[src/rtl/dpu_multimode_seq.sv]
// DRRA cell DPU: two-stage saturating fixed-point datapath whose operation is
// chosen per cycle by a programmable multi-state sequencer.
module dpu_multimode_seq #(
  parameter int WIDTH       = 16,
  parameter int NUM_STATES  = 4,
  parameter int DELAY_WIDTH = 4,
  parameter int MODE_WIDTH  = 6,
  parameter int IMM_WIDTH   = 8,
  parameter int FRAC_BITS   = 0,
  parameter int SATURATE    = 1,
  parameter int INSTR_WIDTH = 27
) (
  input  logic                          clk,
  input  logic                          rst,
  input  logic                          instr_en,
  input  logic [INSTR_WIDTH-1:0]        instr,
  input  logic                          activate,
  input  logic [WIDTH-1:0]              in0,
  input  logic [WIDTH-1:0]              in1,
  output logic [WIDTH-1:0]              out0,
  output logic                          out_valid,
  output logic [$clog2(NUM_STATES)-1:0] state_o,
  output logic                          running_o,
  output logic                          sat_flag
);
  localparam int SW      = $clog2(NUM_STATES);
  localparam int FW      = 2*WIDTH + 1;
  localparam int OP_LSB  = INSTR_WIDTH - 3;
  localparam int MODE_HI = OP_LSB - 1 - SW;
  localparam int IMM_HI  = MODE_HI - MODE_WIDTH;
  localparam logic [SW-1:0] LAST = SW'(NUM_STATES - 1);
  localparam logic signed [FW-1:0] SMAX = {{(WIDTH+2){1'b0}}, {(WIDTH-1){1'b1}}};
  localparam logic signed [FW-1:0] SMIN = {{(WIDTH+2){1'b1}}, {(WIDTH-1){1'b0}}};

  typedef enum logic [2:0] {
    OP_FSM = 3'd2,
    OP_DPU = 3'd3
  } opcode_e;

  typedef enum logic [MODE_WIDTH-1:0] {
    M_IDLE = MODE_WIDTH'(0),
    M_ADD  = MODE_WIDTH'(1),
    M_SUB  = MODE_WIDTH'(2),
    M_ADDI = MODE_WIDTH'(3),
    M_MUL  = MODE_WIDTH'(7),
    M_MULI = MODE_WIDTH'(8),
    M_MAC  = MODE_WIDTH'(10),
    M_MAX  = MODE_WIDTH'(11),
    M_MIN  = MODE_WIDTH'(12)
  } mode_e;

  logic [SW-1:0]          state_q, state_d, nxt_state;
  logic                   running_q, running_d;
  logic [DELAY_WIDTH-1:0] cnt_q, cnt_d;
  logic [DELAY_WIDTH-1:0] delay_q [NUM_STATES];
  logic [DELAY_WIDTH-1:0] delay_d [NUM_STATES];
  logic [DELAY_WIDTH-1:0] fsm_delay [NUM_STATES];
  logic [MODE_WIDTH-1:0]  mode_q [NUM_STATES];
  logic [MODE_WIDTH-1:0]  mode_d [NUM_STATES];
  logic [IMM_WIDTH-1:0]   imm_q [NUM_STATES];
  logic [IMM_WIDTH-1:0]   imm_d [NUM_STATES];
  logic [WIDTH-1:0]       a_q, a_d, b_q, b_d, acc_q, acc_d, out0_q, out0_d;
  logic                   out_valid_q, out_valid_d, sat_q, sat_d;
  logic [2:0]             opcode;
  logic [SW-1:0]          wr_slot;
  logic                   unused_instr;

  logic [MODE_WIDTH-1:0]  cur_mode;
  logic [IMM_WIDTH-1:0]   cur_imm;
  logic signed [FW-1:0]   a_f, b_f, i_f, acc_f, full;
  logic signed [2*WIDTH-1:0] p_ab, p_ai, sh_ab, sh_ai;
  logic                   mode_ok, over, under, sat_ev;
  logic [WIDTH-1:0]       res;

  assign unused_instr = ^instr;

  // The last state has no delay field; its entry stays zero and is never loaded.
  for (genvar g = 0; g < NUM_STATES; g++) begin : g_dly
    if (g < NUM_STATES - 1) begin : g_fld
      assign fsm_delay[g] = instr[OP_LSB-1-g*DELAY_WIDTH -: DELAY_WIDTH];
    end else begin : g_last
      assign fsm_delay[g] = '0;
    end
  end

  always_comb begin
    opcode  = instr[INSTR_WIDTH-1 -: 3];
    wr_slot = instr[OP_LSB-1 -: SW];
    mode_d  = mode_q;
    imm_d   = imm_q;
    delay_d = delay_q;
    if (instr_en && opcode == OP_DPU) begin
      mode_d[wr_slot] = instr[MODE_HI -: MODE_WIDTH];
      imm_d[wr_slot]  = instr[IMM_HI -: IMM_WIDTH];
    end else if (instr_en && opcode == OP_FSM) begin
      delay_d = fsm_delay;
    end
  end

  // Activate loads delay_d[0] so an FSM write in the same cycle is honoured.
  always_comb begin
    nxt_state = state_q + SW'(1);
    state_d   = state_q;
    running_d = running_q;
    cnt_d     = cnt_q;
    if (activate) begin
      state_d   = '0;
      running_d = 1'b1;
      cnt_d     = delay_d[0];
    end else if (running_q && state_q != LAST) begin
      if (cnt_q == '0) begin
        state_d = nxt_state;
        cnt_d   = delay_q[nxt_state];
      end else begin
        cnt_d = cnt_q - DELAY_WIDTH'(1);
      end
    end
  end

  always_comb begin
    a_d      = in0;
    b_d      = in1;
    cur_mode = mode_q[state_q];
    cur_imm  = imm_q[state_q];
    a_f      = {{(FW-WIDTH){a_q[WIDTH-1]}}, a_q};
    b_f      = {{(FW-WIDTH){b_q[WIDTH-1]}}, b_q};
    i_f      = {{(FW-IMM_WIDTH){cur_imm[IMM_WIDTH-1]}}, cur_imm};
    acc_f    = {{(FW-WIDTH){acc_q[WIDTH-1]}}, acc_q};
    p_ab     = a_f[2*WIDTH-1:0] * b_f[2*WIDTH-1:0];
    p_ai     = a_f[2*WIDTH-1:0] * i_f[2*WIDTH-1:0];
    sh_ab    = p_ab >>> FRAC_BITS;
    sh_ai    = p_ai >>> FRAC_BITS;
    mode_ok  = 1'b1;
    full     = '0;
    case (cur_mode)
      M_ADD:   full = a_f + b_f;
      M_SUB:   full = a_f - b_f;
      M_ADDI:  full = a_f + i_f;
      M_MUL:   full = {sh_ab[2*WIDTH-1], sh_ab};
      M_MULI:  full = {sh_ai[2*WIDTH-1], sh_ai};
      M_MAC:   full = acc_f + {sh_ab[2*WIDTH-1], sh_ab};
      M_MAX:   full = (a_f > b_f) ? a_f : b_f;
      M_MIN:   full = (a_f < b_f) ? a_f : b_f;
      default: mode_ok = 1'b0;
    endcase
    over   = full > SMAX;
    under  = full < SMIN;
    sat_ev = (SATURATE != 0) && (over || under);
    res    = full[WIDTH-1:0];
    if (sat_ev) res = over ? SMAX[WIDTH-1:0] : SMIN[WIDTH-1:0];

    out_valid_d = running_q && mode_ok;
    out0_d      = out_valid_d ? res : '0;
    acc_d       = acc_q;
    if (activate)                           acc_d = '0;
    else if (out_valid_d && cur_mode == M_MAC) acc_d = res;
    sat_d = activate ? 1'b0 : (sat_q | (out_valid_d & sat_ev));
  end

  always_ff @(posedge clk) begin
    if (rst) begin
      state_q     <= '0;
      running_q   <= 1'b0;
      cnt_q       <= '0;
      delay_q     <= '{default: '0};
      mode_q      <= '{default: '0};
      imm_q       <= '{default: '0};
      a_q         <= '0;
      b_q         <= '0;
      acc_q       <= '0;
      out0_q      <= '0;
      out_valid_q <= 1'b0;
      sat_q       <= 1'b0;
    end else begin
      state_q     <= state_d;
      running_q   <= running_d;
      cnt_q       <= cnt_d;
      delay_q     <= delay_d;
      mode_q      <= mode_d;
      imm_q       <= imm_d;
      a_q         <= a_d;
      b_q         <= b_d;
      acc_q       <= acc_d;
      out0_q      <= out0_d;
      out_valid_q <= out_valid_d;
      sat_q       <= sat_d;
    end
  end

  assign out0      = out0_q;
  assign out_valid = out_valid_q;
  assign state_o   = state_q;
  assign running_o = running_q;
  assign sat_flag  = sat_q;

endmodule

[config.mk]
export PLATFORM = sky130hd
export DESIGN_NAME = dpu_multimode_seq
export DESIGN_NICKNAME = d
export VERILOG_FILES = /design/src/rtl/dpu_multimode_seq.sv
export SDC_FILE = /design/constraint.sdc
export NUM_CORES = 2
export LEC_CHECK = 0
export CAP_MARGIN = 20
export CORE_MARGIN = 2
export CORE_UTILIZATION = 45
export CTS_BUF_LIST = sky130_fd_sc_hd__clkbuf_8 sky130_fd_sc_hd__clkbuf_16
export DETAILED_ROUTE_END_ITERATION = 16
export PLACE_DENSITY = 0.74
export RECOVER_POWER = 100
export SYNTH_ARGS = -nofsm -noshare
export SYNTH_HDL_FRONTEND = slang
export SYNTH_SLANG_ARGS = --single-unit
[constraint.sdc]
create_clock -name clk -period 10.3 [get_ports clk]
set_input_delay 2.06 -clock clk [delete_from_list [all_inputs] [get_ports clk]]
set_output_delay 2.06 -clock clk [all_outputs]
set_load 0.005 [all_outputs]
# Word-level counts from Yosys, hierarchy flattened

Cells that the tools add are included.

Register bits: 141
Input bits: 63
Output and inout bits: 21
Word-level logic and storage cells: 94

Add/subtract/negate cells: 6
Multipliers: 2
Order comparisons: 8
Equal/unequal tests: 11
Mux-type cells: 26
Bitwise operators: 7
Reductions and logical operators: 14

Operator list:

| kind                                                  | count |
|---|---|
| case mux 33 bit (8 select lines)                      | 1 |
| 2-to-1 mux 33 bit                                     | 2 |
| 2-to-1 mux 16 bit                                     | 4 |
| adder 16 x 32 -> 33 bit                               | 1 |
| > comparator 33 x 16 -> 1 bit (second input constant) | 1 |
| < comparator 33 x 16 -> 1 bit (second input constant) | 1 |
| bitwise mux 32 bit                                    | 1 |
| multiplier 16 x 16 -> 32 bit                          | 1 |
| bitwise mux 24 bit                                    | 1 |
| == test 6 x 4 -> 1 bit (second input constant)        | 4 |
| multiplier 16 x 8 -> 24 bit                           | 1 |
| 2-to-1 mux 8 bit                                      | 3 |
| 2-to-1 mux 4 bit                                      | 5 |
| 2-to-1 mux 6 bit                                      | 3 |
| adder 16 x 16 -> 17 bit                               | 1 |
| adder 16 x 8 -> 17 bit                                | 1 |
| subtractor 16 x 16 -> 17 bit                          | 1 |
| binary-select mux 8 bit (select 2 bit)                | 1 |
| demux 8 bit (select 2 bit)                            | 1 |
| > comparator 16 bit                                   | 1 |
| < comparator 16 bit                                   | 1 |
| binary-select mux 6 bit (select 2 bit)                | 1 |
| demux 6 bit (select 2 bit)                            | 1 |
| == test 6 x 2 -> 1 bit (second input constant)        | 2 |
| other kinds (21)                                      | 34 |

# Logic depth before layout (Yosys ltp)

Depth in word-level cells: 10
Mapped depth: 38
Depth with buffers taken out: 35

# Worst setup path before layout

No wires, ideal clock.

Kind: reg-to-reg
Start: register a_q[8]
End: register acc_q[0]
Library setup time: 0.129 ns
Data arrival time: 8.514 ns
Data required time: 10.171 ns
Slack: 1.656 ns
Stages on the path, launching flop included: 33
Path buffers: 3
Clock period less this slack: 8.644 ns
Cell sequence: dfxtp_1 > clkbuf_1 > clkbuf_1 > nand2_1 > fa_1 > inv_1 > fa_1 > fa_1 > fa_1 > fa_1 > inv_1 > fa_1 > inv_1 > ha_1 > or3_1 > o211ai_1 > o21a_1 > nor2_1 > a2111oi_0 > ha_1 > nand4_1 > o221ai_1 > a21o_1 > a21o_1 > nor3_1 > nor3_1 > a211o_1 > or4_4 > nor4_4 > a31oi_4 > buf_6 > nor3_2 > nor3_2

Word-level cells in the longest chain between the ends: 6
Elaborated cells between the ends (all ways): 16
Classes of those cells: 4 x add/sub; 2 x mul; 4 x order compare; 5 x mux; 1 x reduce/logical

Ends and longest elaborated chain:

| element                                                                               | line     | RTL |
|---|---|---|
| start, declared                                                                       | 62       | `logic [WIDTH-1:0] a_q, a_d, b_q, b_d, acc_q, acc_d, out0_q, out0_d;` |
| start signal, assigned                                                                | 168      | `a_q <= '0;` |
| start signal, assigned                                                                | 181      | `a_q <= a_d;` |
| multiplier 16 x 16 -> 32 bit, or another cell as far along                            | 129      | `p_ab = a_f[2*WIDTH-1:0] * b_f[2*WIDTH-1:0];` |
| adder 16 x 32 -> 33 bit, or another cell as far along                                 | 141      | `M_MAC: full = acc_f + {sh_ab[2*WIDTH-1], sh_ab};` |
| case mux 33 bit (8 select lines) (*)                                                  | 135      | `case (cur_mode)` |
| > comparator 33 x 16 -> 1 bit / < comparator 33 x 16 -> 1 bit (equally long branches) | 146, 147 |  |
| 2-to-1 mux 16 bit / logical OR 1 bit (equally long branches)                          | 150, 148 |  |
| 2-to-1 mux 16 bit (*)                                                                 | 150      | `if (sat_ev) res = over ? SMAX[WIDTH-1:0] : SMIN[WIDTH-1:0];` |
| end signal, assigned                                                                  | 170      | `acc_q <= '0;` |
| end signal, assigned                                                                  | 183      | `acc_q <= acc_d;` |
| end, declared                                                                         | 62       |  |

Every way passes the cells marked *; elsewhere a longest branch is shown, timed or not.
A chain may end at the register's enable or synchronous reset.

# Final worst setup path

Start: register a_q[12]
End: register acc_q[1]

Same word-level chain as after synthesis.

==> run metrics <==
layout cells sized above 1=5.29%; Post-Syn Nets=approximately 3,700; routed vias=about 22,000; Synth Flop Type=dfxtp_1; PostCTS Resize Cnt=0; fin crit period=slightly below 10 ns; gr ovfl total=0; Final period util=~95%; number of DRC markers in iteration 0=2,057; setup TNS=0 ns; crit path max fanout=15; status=finished with violations; EDFF count, synth=0; Net count, final=~3,700; most used cell along the critical path=fa_1; launching point of the worst reg2reg path=a_q[12]$_SDFF_PP0_; final setup vio count=0; violated checks=max-capacitance violations, max-slew violations; Seq/Total Area, Yosys=between 10% and 20%; ant diodes=0; final hold violations=0; CP max-delay cell=dfxtp_1; pwr dens=127 nW/µm²; Total Power=approximately 3.5 mW; Yosys top cell by area=fa_1; kind of critical path=reg -> reg; CTS tree=done; min-delay src=mode_q[1]$_SDFFE_PP0P_; remaining antenna violation count after routing=0; HPWL after DPL=59,900 µm; Routed WL=approximately 76,000 µm; Worst-Margin Slew=~4.2 ns; reg2reg path depth=33; clock buffer count from CTS=17; top-count cell post-synth=inv_1; largest stage delay on the critical path=between 0.6 and 0.7 ns; Syn. warnings=0; pre-CTS WS=0.896 ns; io pins=84; RePlAce Congestion=just under 1; initial antenna violation count=1; gr usage total=27.2%; placed cell area=26,800 µm²; Die W=240 µm; Layout Skew=0.0316 ns; I/O Buffers=75; synthesized area=about 25,000 µm²; Hold Buf Count CTS=0; vias in the first global route=21,444; Die Y=240 µm; number of post-CTS setup repair buffers=0; max-cap check violation count=1; Worst Hold Path Cells=2; leakage=12.6 nW; CP startpoint=a_q[12]$_SDFF_PP0_; Slew headroom=-182%; clock root buffer=clkbuf_16; VDD IR max=0.156 mV; Setup crit start kind=flop; Worst-path clk slew=0.07 ns; Worst Hold Class=reg -> reg; share of the synthesized area in the top cell type=29.5%; post-synthesis register bit count=141; core area=between 50,000 and 60,000 µm²; largest net degree at the start of global routing=~90; worst-case clock buffer depth=2; CTS sink cnt=141; Starting Density=45.5%; CP endpoint kind=flop; worst skew pair latency=0.50 ns; # DRC=0; ys async rst share=0%; Netlist cell types=100; H-tree levels=4; site row count=86; Final WS setup=0.547 ns; final instance area=~27,000 µm²; Max Clk Rate=a little over 100 MHz; first-pass GRT wire length=about 120,000 µm; Synth Instances=roughly 3,000; CP Data Required Time=10.64 ns; Vias/cell=roughly 5.6; commonest cells in the netlist=inv_1, fa_1, nand2_1; Synth area leaders=fa_1, dfxtp_1, ha_1; Worst Path Arrival=10.09 ns; RSZ-0062 raised after global routing=no; synthesized area per cell=around 8.3 µm²; Layout area overhead=9.16%; post-layout util=between 40% and 50%; Avg WL per Cell=a little under 20 µm; die outline area=57,600 µm²; max-slew violation count=91; drt first pass iters=6
power breakdown:
part           internal [mW]  switching, mW
Sequential             0.556         0.0259
Clock                  0.353          0.329
Combinational          0.844           1.36
cell type report:
class | instances | area (µm²)
multi-input combinational | 2267 | 19900
sequential | 141 | 2820
fill | 5346 | 27700
clock buffer | 18 | 439
tap | 748 | 936
timing repair buffer | 151 | 1330
clock inverter | 14 | 165
inverter | 472 | 1770
per-layer routing:
metal  vias up  track usage, %  routed length [µm]  part of all wire (%)
met3       164            5.21                6710                   8.9
met1     10541            38.6               33100                    44
met4         0            11.2                3030                   4.0
met2       925            40.7               32700                    43
li1       9892               -                   -                     -
met5         -               0                   0                     0
worst max-delay path: cells and delay by family (launching register included):
family / cells / cell delay [ns]
flops: 1 / 0.62
buf+inv: 7 / 0.96
mux: 1 / 0.22
fa+ha+maj: 8 / 3.69
simple gates: 6 / 1.56
compound gates: 9 / 2.01
xor+xnor: 2 / 0.54
metrics by stage:
stage	hold WS [ns]	cells
after detailed placement	0.444	3779
after floorplan	0.432	3010
after CTS	0.454	3811
after global routing	0.464	3811
final	0.452	3811
after global placement	0.440	3779
cell usage in the layout (no fill, tap or decap), types with 26 or more instances in the layout:
| cell type | netlist | routed |
|---|---|---|
| a211oi_1 | 28 | 28 |
| ha_1 | 219 | 219 |
| nor3_1 | 43 | 45 |
| and2_1 | 133 | 133 |
| dlygate4sd3_1 | 0 | 32 |
| fa_1 | 369 | 369 |
| o21ai_0 | 77 | 77 |
| buf_4 | 1 | 70 |
| nand2b_1 | 26 | 26 |
| nor2b_1 | 55 | 55 |
| nor2_1 | 218 | 217 |
| inv_1 | 466 | 466 |
| xor2_1 | 31 | 31 |
| nand2_1 | 369 | 369 |
| dfxtp_1 | 141 | 141 |
| clkdlybuf4s50_1 | 0 | 42 |
| a21o_1 | 36 | 36 |
| a21oi_1 | 222 | 222 |
| xnor2_1 | 70 | 70 |
| nand3_1 | 31 | 31 |
worst paths after layout:
| path | slack (ns) | end |
|---|---|---|
| worst max-delay path | 0.55 | acc_q[1]$_SDFFE_PP0P_ |
| worst min-delay path | 0.45 | mode_q[1]$_SDFFE_PP0P_ |
| worst max register to register | 0.55 | acc_q[1]$_SDFFE_PP0P_ |
| worst min register to register | 0.45 | mode_q[1]$_SDFFE_PP0P_ |
kinds of logic after synthesis:
family | count (synthesis) | share of synthesized area, %
AO/OA/AOI/OAI | 581 | 15.2
XOR/XNOR | 101 | 3.53
adder cells (fa/ha/maj) | 588 | 40.4
buffers and inverters | 602 | 9.24
flip-flops | 141 | 11.3
multiplexers | 31 | 1.96
AND/OR/NAND/NOR | 966 | 18.4
registers in the layout, summed over array words and instances, names as in the netlist:
name,flops
cnt_q,4
state_o,2
sat_flag,1
b_q,16
a_q,16
delay_q,12
imm_q,32
out_valid,1
out0,16
acc_q,16
mode_q,24
running_o,1
Power figures use the tool's default switching activity.
